--- src/rtl/mem_port_arbiter.sv ---
// rtl/mem_port_arbiter.sv - single-port memory arbiter between execute and fetch
// Execute has priority; fetch wins once it has been denied STARVE_MAX cycles in a row.
module mem_port_arbiter #(
   parameter int STARVE_MAX = 3
) (
   input  logic       clock,
   input  logic       reset,
   input  logic       ex_req,
   input  logic       ex_we,
   input  logic [7:0] ex_addr,
   input  logic [7:0] ex_wdata,
   output logic       ex_gnt,
   output logic       ex_rvalid,
   input  logic       f_req,
   input  logic [7:0] f_addr,
   output logic       f_gnt,
   output logic       f_rvalid,
   output logic [7:0] rdata,
   output logic [7:0] mem_addr,
   output logic [7:0] mem_wdata,
   output logic       mem_wren,
   output logic       mem_rden,
   input  logic [7:0] mem_q,
   output logic       fetch_stall
);

   typedef enum logic [1:0] {
      OWN_NONE = 2'd0,
      OWN_EX   = 2'd1,
      OWN_F    = 2'd2
   } owner_t;

   localparam logic [3:0] STARVE_LIM = 4'(STARVE_MAX);

   owner_t     owner_q, owner_d;
   logic [3:0] starve_q, starve_d;
   logic       starved;

   always_ff @(posedge clock) begin
      if (reset) begin
         owner_q  <= OWN_NONE;
         starve_q <= 4'd0;
      end else begin
         owner_q  <= owner_d;
         starve_q <= starve_d;
      end
   end

   always_comb begin
      starved   = (starve_q == STARVE_LIM);
      f_gnt     = f_req & (~ex_req | starved);
      ex_gnt    = ex_req & ~f_gnt;
      mem_wren  = ex_gnt & ex_we;
      mem_rden  = f_gnt | (ex_gnt & ~ex_we);
      mem_addr  = ex_gnt ? ex_addr : f_addr;
      mem_wdata = ex_gnt ? ex_wdata : 8'd0;
      fetch_stall = f_req & ~f_gnt;

      starve_d = starve_q;
      if (!f_req || f_gnt) begin
         starve_d = 4'd0;
      end else if (starve_q < STARVE_LIM) begin
         starve_d = starve_q + 4'd1;
      end

      owner_d = OWN_NONE;
      if (f_gnt) begin
         owner_d = OWN_F;
      end else if (ex_gnt && !ex_we) begin
         owner_d = OWN_EX;
      end

      // Gating with reset kills a pending rvalid when reset lands right after an issue.
      ex_rvalid = ~reset & (owner_q == OWN_EX);
      f_rvalid  = ~reset & (owner_q == OWN_F);
      rdata     = mem_q;
   end

endmodule

--- config.mk ---
export PLATFORM = sky130hd
export DESIGN_NAME = mem_port_arbiter
export DESIGN_NICKNAME = d
export VERILOG_FILES = /design/src/rtl/mem_port_arbiter.sv
export SDC_FILE = /design/constraint.sdc
export NUM_CORES = 1
export LEC_CHECK = 0
export BUFFER_PORTS_ARGS = -buffer_cell sky130_fd_sc_hd__buf_2
export CORE_MARGIN = 10
export CORE_UTILIZATION = 27
export DETAILED_ROUTE_END_ITERATION = 12
export PLACE_DENSITY = 0.74
export SLEW_MARGIN = 20
export SYNTH_ARGS = -nofsm -noshare
export SYNTH_HDL_FRONTEND = slang
export SYNTH_SLANG_ARGS = --single-unit
--- constraint.sdc ---
create_clock -name clock -period 1.52 [get_ports clock]
set_clock_uncertainty 0.1 [all_clocks]
set_input_delay 0.076 -clock clock [delete_from_list [all_inputs] [get_ports clock]]
set_output_delay 0.076 -clock clock [all_outputs]
set_load 0.01 [all_outputs]
Yosys cells after proc, flatten, opt, wreduce, memory -nomap -nowiden
Cells that the tools add are included.

Register bits after elaboration: 6. Bits of input ports: 37. Logic and storage cells: 31.

Add/subtract/negate cells: 1. Magnitude comparators: 1. Equal/unequal tests: 3. Multiplexer cells: 4. Bitwise logic cells: 13. Reductions and logical operators: 6.

Operator list (count): $mux W8 (2); $and A1 B1 Y1 (7); $add A4 B1 Y4 const B (1); $eq A4 B2 Y1 const B (1); $lt A4 B2 Y1 const B (1); $not A1 Y1 (4); $reduce_or A2 Y1 (2); $eq A2 B1 Y1 const B (1); $eq A2 B2 Y1 const B (1); $logic_not A1 Y1 (2); $mux W2 (1); $or A1 B1 Y1 (2); $logic_and A1 B1 Y1 (1); $logic_or A1 B1 Y1 (1); $mux W1 (1).

Logic depth before layout (Yosys ltp)
Gate-level depths: netlist (run 1).

Depth after elaboration: 8. Gate-level depth with buffers: 5.

Least setup slack after synthesis (run 1)
Ideal clock, no wire load.

Path type: register -> output. Start: register starve_q[0]. End: output mem_addr[0]. Arrival time: 1.294 ns. Required time: 1.344 ns. Setup slack: 0.050 ns. Cell stages (with the launch flop): 6. Path buffers: 1. Cell sequence: dfxtp_1 -> ha_1 -> nor3b_2 -> a21o_1 -> buf_6 -> mux2_4.

Word-level cells in the longest chain between the ends: 6.

RTL lines: start, declared (line 36) `logic [3:0] starve_q, starve_d;`; start signal, assigned (line 45) `starve_q <= starve_d;`; $eq A4 B2 Y1 (line 50) `starved = (starve_q == STARVE_LIM);`; $or A1 B1 Y1 (line 51) `f_gnt = f_req & (~ex_req | starved);`; $and A1 B1 Y1 (line 51); $not A1 Y1 (line 52) `ex_gnt = ex_req & ~f_gnt;`; $and A1 B1 Y1 (line 52); $mux W8 (line 55) `mem_addr = ex_gnt ? ex_addr : f_addr;`; end, declared (line 19) `output logic [7:0] mem_addr,`.

Every way passes these cells.

Worst setup path in the final report (run 1)
Start: register starve_q[1]. End: output mem_addr[6].

Same word-level chain as after synthesis.

==> reports/summary.txt, run 1 <==
via count: 602
vias in the first global route: 686
Routed Antenna Nets: 0
setup TNS: -5.26 ns
CTS tree: done
largest net degree at the start of global routing: 11
DPL Wire Length: 1.54 mm
Antenna diodes: 0
filler cell count in the final layout: 156
Worst Setup Slack, final: -0.351 ns
fin crit share: 123%
Worst-path clk slew: 0.04 ns
Place WS: -0.105 ns
max-slew violation total from the final report: 0
synth top area cells: dfxtp_1 (23%), mux2_4 (23%), buf_4 (12%)
die area: 4060 um2
Seq/Total Area, Yosys: 23.3%
layout cells sized above 1: 74.8%
first-pass GRT wire length: 2.91 mm
met2 wire length: 927 um
Rows: 15
flops & latches, synth: 6
number of detailed-route iterations in the first pass: 3
drt total wl: 2.00 mm
CP peak stage delay: 0.33 ns
initial antenna violation count: 0
met3 wire len: 324 um
H-tree levels: 1
failing checks: setup timing
GRT Total Usage: 8.75%
FF+latch area: 123 um2
Crit Path Category: flip-flop to output pin
Mapped Cells: 56
Detailed Route Iter0 Violations: 14
fraction of registers with async set/reset: 0%
Final Hold Fails: 0
f_max: 0.535 GHz
Final Power: 0.546 mW
Finished Cell Area: 1000 um2
syn nets: 94
Top FF cell, synth: dfxtp_1
clock sinks: 6
Final GP Congestion: 0.766
critical-path maximum fanout: 4
slowest stage cell, crit path: dfxtp_2
synth-to-layout area growth: 94.2%
slew at the pin closest to its max-slew limit: 0.418 ns
die height: 63.7 um
PD cells: 545 nW/um2
status: finished, violations left
worst min path class: input port to output pin
most instantiated cells after synthesis: and2_1 (9), buf_4 (8), mux2_4 (8), dfxtp_1 (6)
area leader, netlist: dfxtp_1
initial core utilization: 29.2%
Final setup violation count: 21
Max IR drop VDD: 0.317 mV
Nets: 151
worst skew pair latency: 0.25 ns
Num CTS Buffers: 3
top-area cell type share of the netlist area: 23.3%
max_cap viols: 0
most frequent cell after synthesis: and2_1
cell mode on critical path: buf_6
Syn Area/Cell: 9.21 um2
Top Metal Used: met4
Leak: 0.529 nW
clock period minus worst slack: 1.87 ns
Post-synth EDFFs: 0
DRC Markers: 0
crit path cell chain: ha_4, nor3b_4, a21o_4, buf_6, mux2_4, buf_6
metal1 wirelength: 720 um
CP required: 1.34 ns
RSZ-0062 raised after global routing: true
io pins: 68
Avg WL per Cell: 14.7 um
CP endpoint kind: output pin
port bufs: 51
GRT overflow: 0
Post-Syn Area: 515 um2
crit path DAT: 1.69 ns
type of origin of the critical path: flip-flop
area taken by multi-input logic gates: 350 um2
yosys warns: 0
Synth cell types: 18
placed cell area: 761 um2
detail-routed via count per cell: 4.43
clk buf depth: 2
die width: 63.7 um
CTS Root Cell: clkbuf_4
core region area: 1760 um2
hold_ws: 0.0520 ns
Slew HR: 71.9%
-- power breakdown --
| part | switching, mW | internal (mW) | total, mW |
|---|---|---|---|
| clock | 0.0650 | 0.0898 | 0.155 |
| sequential | 0.00224 | 0.162 | 0.164 |
| combinational | 0.0851 | 0.142 | 0.227 |
| total | 0.152 | 0.393 | 0.546 |
-- layer usage --
| metal | up-vias | track usage, % |
|---|---|---|
| li1 | 287 | - |
| met1 | 270 | 7.14 |
| met2 | 41 | 15.2 |
| met3 | 4 | 6.71 |
| met4 | 0 | 4.10 |
| met5 | - | 0 |
-- worst paths after layout --
kind	start	to	slack (ns)	cells past startpoint
hold / removal	mem_q[0]	rdata[0]	0.05	0
setup / recovery	starve_q[1]	mem_addr[6]	-0.35	6
hold reg to reg	starve_q[3]	starve_q[3]	0.40	2
setup reg to reg	starve_q[1]	starve_q[1]	0.02	6
-- repair_timing --
item,4_1_cts,5_1_grt
setup buffers,2,1
hold endpoints to repair,2,0
pin swaps,2,11
hold buffers,2,0
cloned,0,1
setup endpoints to repair,21,22
gates resized for setup,16,22
-- layout by cell type (no fill, tap or decap), types with 2 or more instances in the layout --
cell type | Yosys | routed
buf_2 | 0 | 36
dfxtp_2 | 0 | 2
inv_1 | 5 | 4
and2_4 | 0 | 6
clkbuf_4 | 0 | 3
buf_4 | 8 | 3
nor2_1 | 5 | 5
nor3_1 | 2 | 2
nor3b_1 | 2 | 2
and2_1 | 9 | 3
dlygate4sd3_1 | 0 | 2
buf_6 | 1 | 18
dfxtp_1 | 6 | 4
mux2_4 | 8 | 8
-- area by class of cell --
class                      count  area share [%]
timing repair buffer          60            44.5
tap                           25            3.13
multi-input combinational     36            35.0
inverter                       5            2.13
sequential                     6            12.3
clock buffer                   3            2.25
timing repair inverter         1           0.750
-- flip-flops by register name, indices dropped and copies added (netlist names) --
register  cells
owner_q       2
starve_q      4
-- worst max-delay path, delay by kind of cell (launching register included) --
| family | cells | cell delay (ns) |
|---|---|---|
| DFF | 1 | 0.33 |
| muxes | 1 | 0.30 |
| AOI/OAI and AO/OA | 1 | 0.26 |
| buffers and inverters | 2 | 0.26 |
| adders and majority gates | 1 | 0.15 |
| and+or+nand+nor | 1 | 0.15 |
-- kinds of logic after synthesis --
family	synth area share, %
muxes	25.2
AOI/OAI and AO/OA	3.40
DFF	23.3
xor gates and xnor gates	1.70
buffers and inverters	17.5
and+or+nand+nor	26.5
adders and majority gates	2.43
-- metrics by stage --
| stage | utilization, % | cells |
|---|---|---|
| finish | 56.7 | 136 |
| global route | 56.7 | 136 |
| CTS | 50.7 | 134 |
| detailed placement | 43.1 | 127 |
| global placement | 43.1 | 127 |
| floorplan | - | 56 |
(Power assumes the default switching activity.)
==> run 2, diff against run 1 <==
- SKIP_CTS_REPAIR_TIMING: not set -> 1
==> reports/summary.txt, run 2 (same netlist as run 1, synthesis figures left out) <==
layout cells sized above 1: 65.4% (-9.4 points)
critical-path maximum fanout: 6 (+2)
CP endpoint kind: output pin
setup TNS: -4.63 ns (+0.626 ns)
failing checks: setup timing
vias in the first global route: 624 (-9.0%)
GRT Total Usage: 7.83% (-0.92 points)
largest reg by FF count: starve_q
Switching Fraction: 27.2% (-0.67 points)
io pins: 68 (unchanged)
DPL Wire Length: 1.54 mm (unchanged)
Worst-path clk slew: 0.04 ns (about the same)
clk buf depth: 2 (unchanged)
commonest cells after routing, fill and taps aside: buf_2 (49), and2_1 (9), mux2_4 (8), inv_1 (5), nor2_1 (5)
H-tree levels: 1 (unchanged)
synth-to-layout area growth: 62.6%
Final Hold Fails: 0 (unchanged)
Final setup violation count: 21 (unchanged)
initial core utilization: 29.2% (unchanged)
number of detailed-route iterations in the first pass: 4 (+1)
Comb pwr share: 35.4% (-6.2 points)
commonest non-fill, non-tap cell in the layout: buf_2
worst min path class: input port to output pin
status: finished, violations left
internal power: 0.352 mW (-10%)
CP required: 1.34 ns (about the same)
Reg power frac: 33.9% (+3.9 points)
hold_ws: 0.0520 ns (-0.000000600 ns)
Nets: 147 (-2.6%)
Finished Cell Area: 838 um2 (-16%)
DRC Markers: 0 (unchanged)
Antenna diodes: 0 (unchanged)
CTS tree: done
initial antenna violation count: 0 (unchanged)
Avg WL per Cell: 13.2 um (-10%)
max-slew violation total from the final report: 0 (unchanged)
Crit Path Category: flip-flop to output pin
type of origin of the critical path: flip-flop
Final GP Congestion: 0.766 (unchanged)
Slew HR: 75.3% (+3.5 points)
Rows: 15 (unchanged)
Regs by FF count: starve_q x4, owner_q x2
die width: 63.7 um (unchanged)
WP buf/inv: 2 (unchanged)
die height: 63.7 um (unchanged)
max_cap viols: 0 (unchanged)
slowest stage cell, crit path: dfxtp_2
clock sinks: 6 (unchanged)
max reg flops: 4 (unchanged)
drt total wl: 1.75 mm (-13%)
die area: 4060 um2 (unchanged)
via count: 583 (-3.2%)
Worst Setup Slack, final: -0.303 ns (+0.0482 ns)
placed cell area: 761 um2 (unchanged)
Final Power: 0.484 mW (-11%)
fin crit share: 120% (-3.2 points)
detail-routed via count per cell: 4.42 (-0.22%)
first-pass GRT wire length: 2.59 mm (-11%)
clock period minus worst slack: 1.82 ns (-0.0482 ns)
largest net degree at the start of global routing: 11 (unchanged)
Detailed Route Iter0 Violations: 11 (-3)
port bufs: 51 (unchanged)
PD cells: 577 nW/um2 (+5.9%)
Num CTS Buffers: 3 (unchanged)
CTS Root Cell: clkbuf_4
worst skew pair latency: 0.25 ns (about the same)
crit path cell chain: ha_4, nor3b_2, a21o_1, buf_6, mux2_4, buf_2
CP peak stage delay: 0.34 ns (about the same)
Max IR drop VDD: 0.458 mV (+45%)
net switching power: 0.132 mW (-13%)
Clock power frac: 30.7% (+2.3 points)
slew at the pin closest to its max-slew limit: 0.366 ns (-0.0516 ns)
GRT overflow: 0 (unchanged)
Routed Antenna Nets: 0 (unchanged)
Leak: 0.477 nW (-9.8%)
RSZ-0062 raised after global routing: true
cell family with most CP delay: flip-flops
core region area: 1760 um2 (unchanged)
f_max: 0.549 GHz (+2.6%)
crit path DAT: 1.65 ns (-0.04 ns)
## run 2: cell count changes in the layout (fill, tap and decap cells not counted), moves of 6 or more
cell / before / now
and2_4: 6 / 0
and2_1: 3 / 9
buf_2: 36 / 49
buf_6: 18 / 4
## run 2: worst paths after layout
| path | to | cells after the start | start | slack [ns] |
|---|---|---|---|---|
| setup / recovery | mem_addr[1] | 6 | starve_q[0] | -0.30 |
| hold / removal | rdata[0] | 0 | mem_q[0] | 0.05 |
| setup reg to reg | starve_q[1] | 5 | starve_q[0] | 0.12 |
| hold reg to reg | starve_q[3] | 2 | starve_q[3] | 0.38 |
## run 2: final cells by class
cell class	instances	area, um2
Clock buffer	3	22.5
Sequential cell	6	123
Fill cell	164	926
Tap cell	25	31.3
Inverter	5	18.8
Timing Repair Buffer	57	325
Multi-Input combinational cell	36	318
## run 2: metrics by stage
step | util, % | worst slack (ns) | cells
6_report | 47.5 | -0.303 | 132
5_1_grt | 47.5 | -0.368 | 132
4_1_cts | 44.4 | -0.374 | 130
3_5_place_dp | 43.1 | -0.105 | 127
3_3_place_gp | 43.1 | -0.0833 | 127
2_1_floorplan | - | 0.0498 | 56
## run 2: power by group through the flow
| stage | registers, mW | logic [mW] | clock network, mW |
|---|---|---|---|
| after floorplan | 0.166 | 0.102 | 0 |
| after global placement | 0.166 | 0.160 | 0 |
| after detailed placement | 0.166 | 0.162 | 0 |
| after CTS | 0.163 | 0.163 | 0.153 |
| after global routing | 0.164 | 0.188 | 0.165 |
| final | 0.164 | 0.171 | 0.149 |
## run 2: per-layer routing
metal	track usage, %	routed length, um	vias to the layer above
li1	-	-	278
met1	6.16	616	262
met2	13.6	812	41
met3	6.71	299	2
met4	3.28	19	0
met5	0	0	-
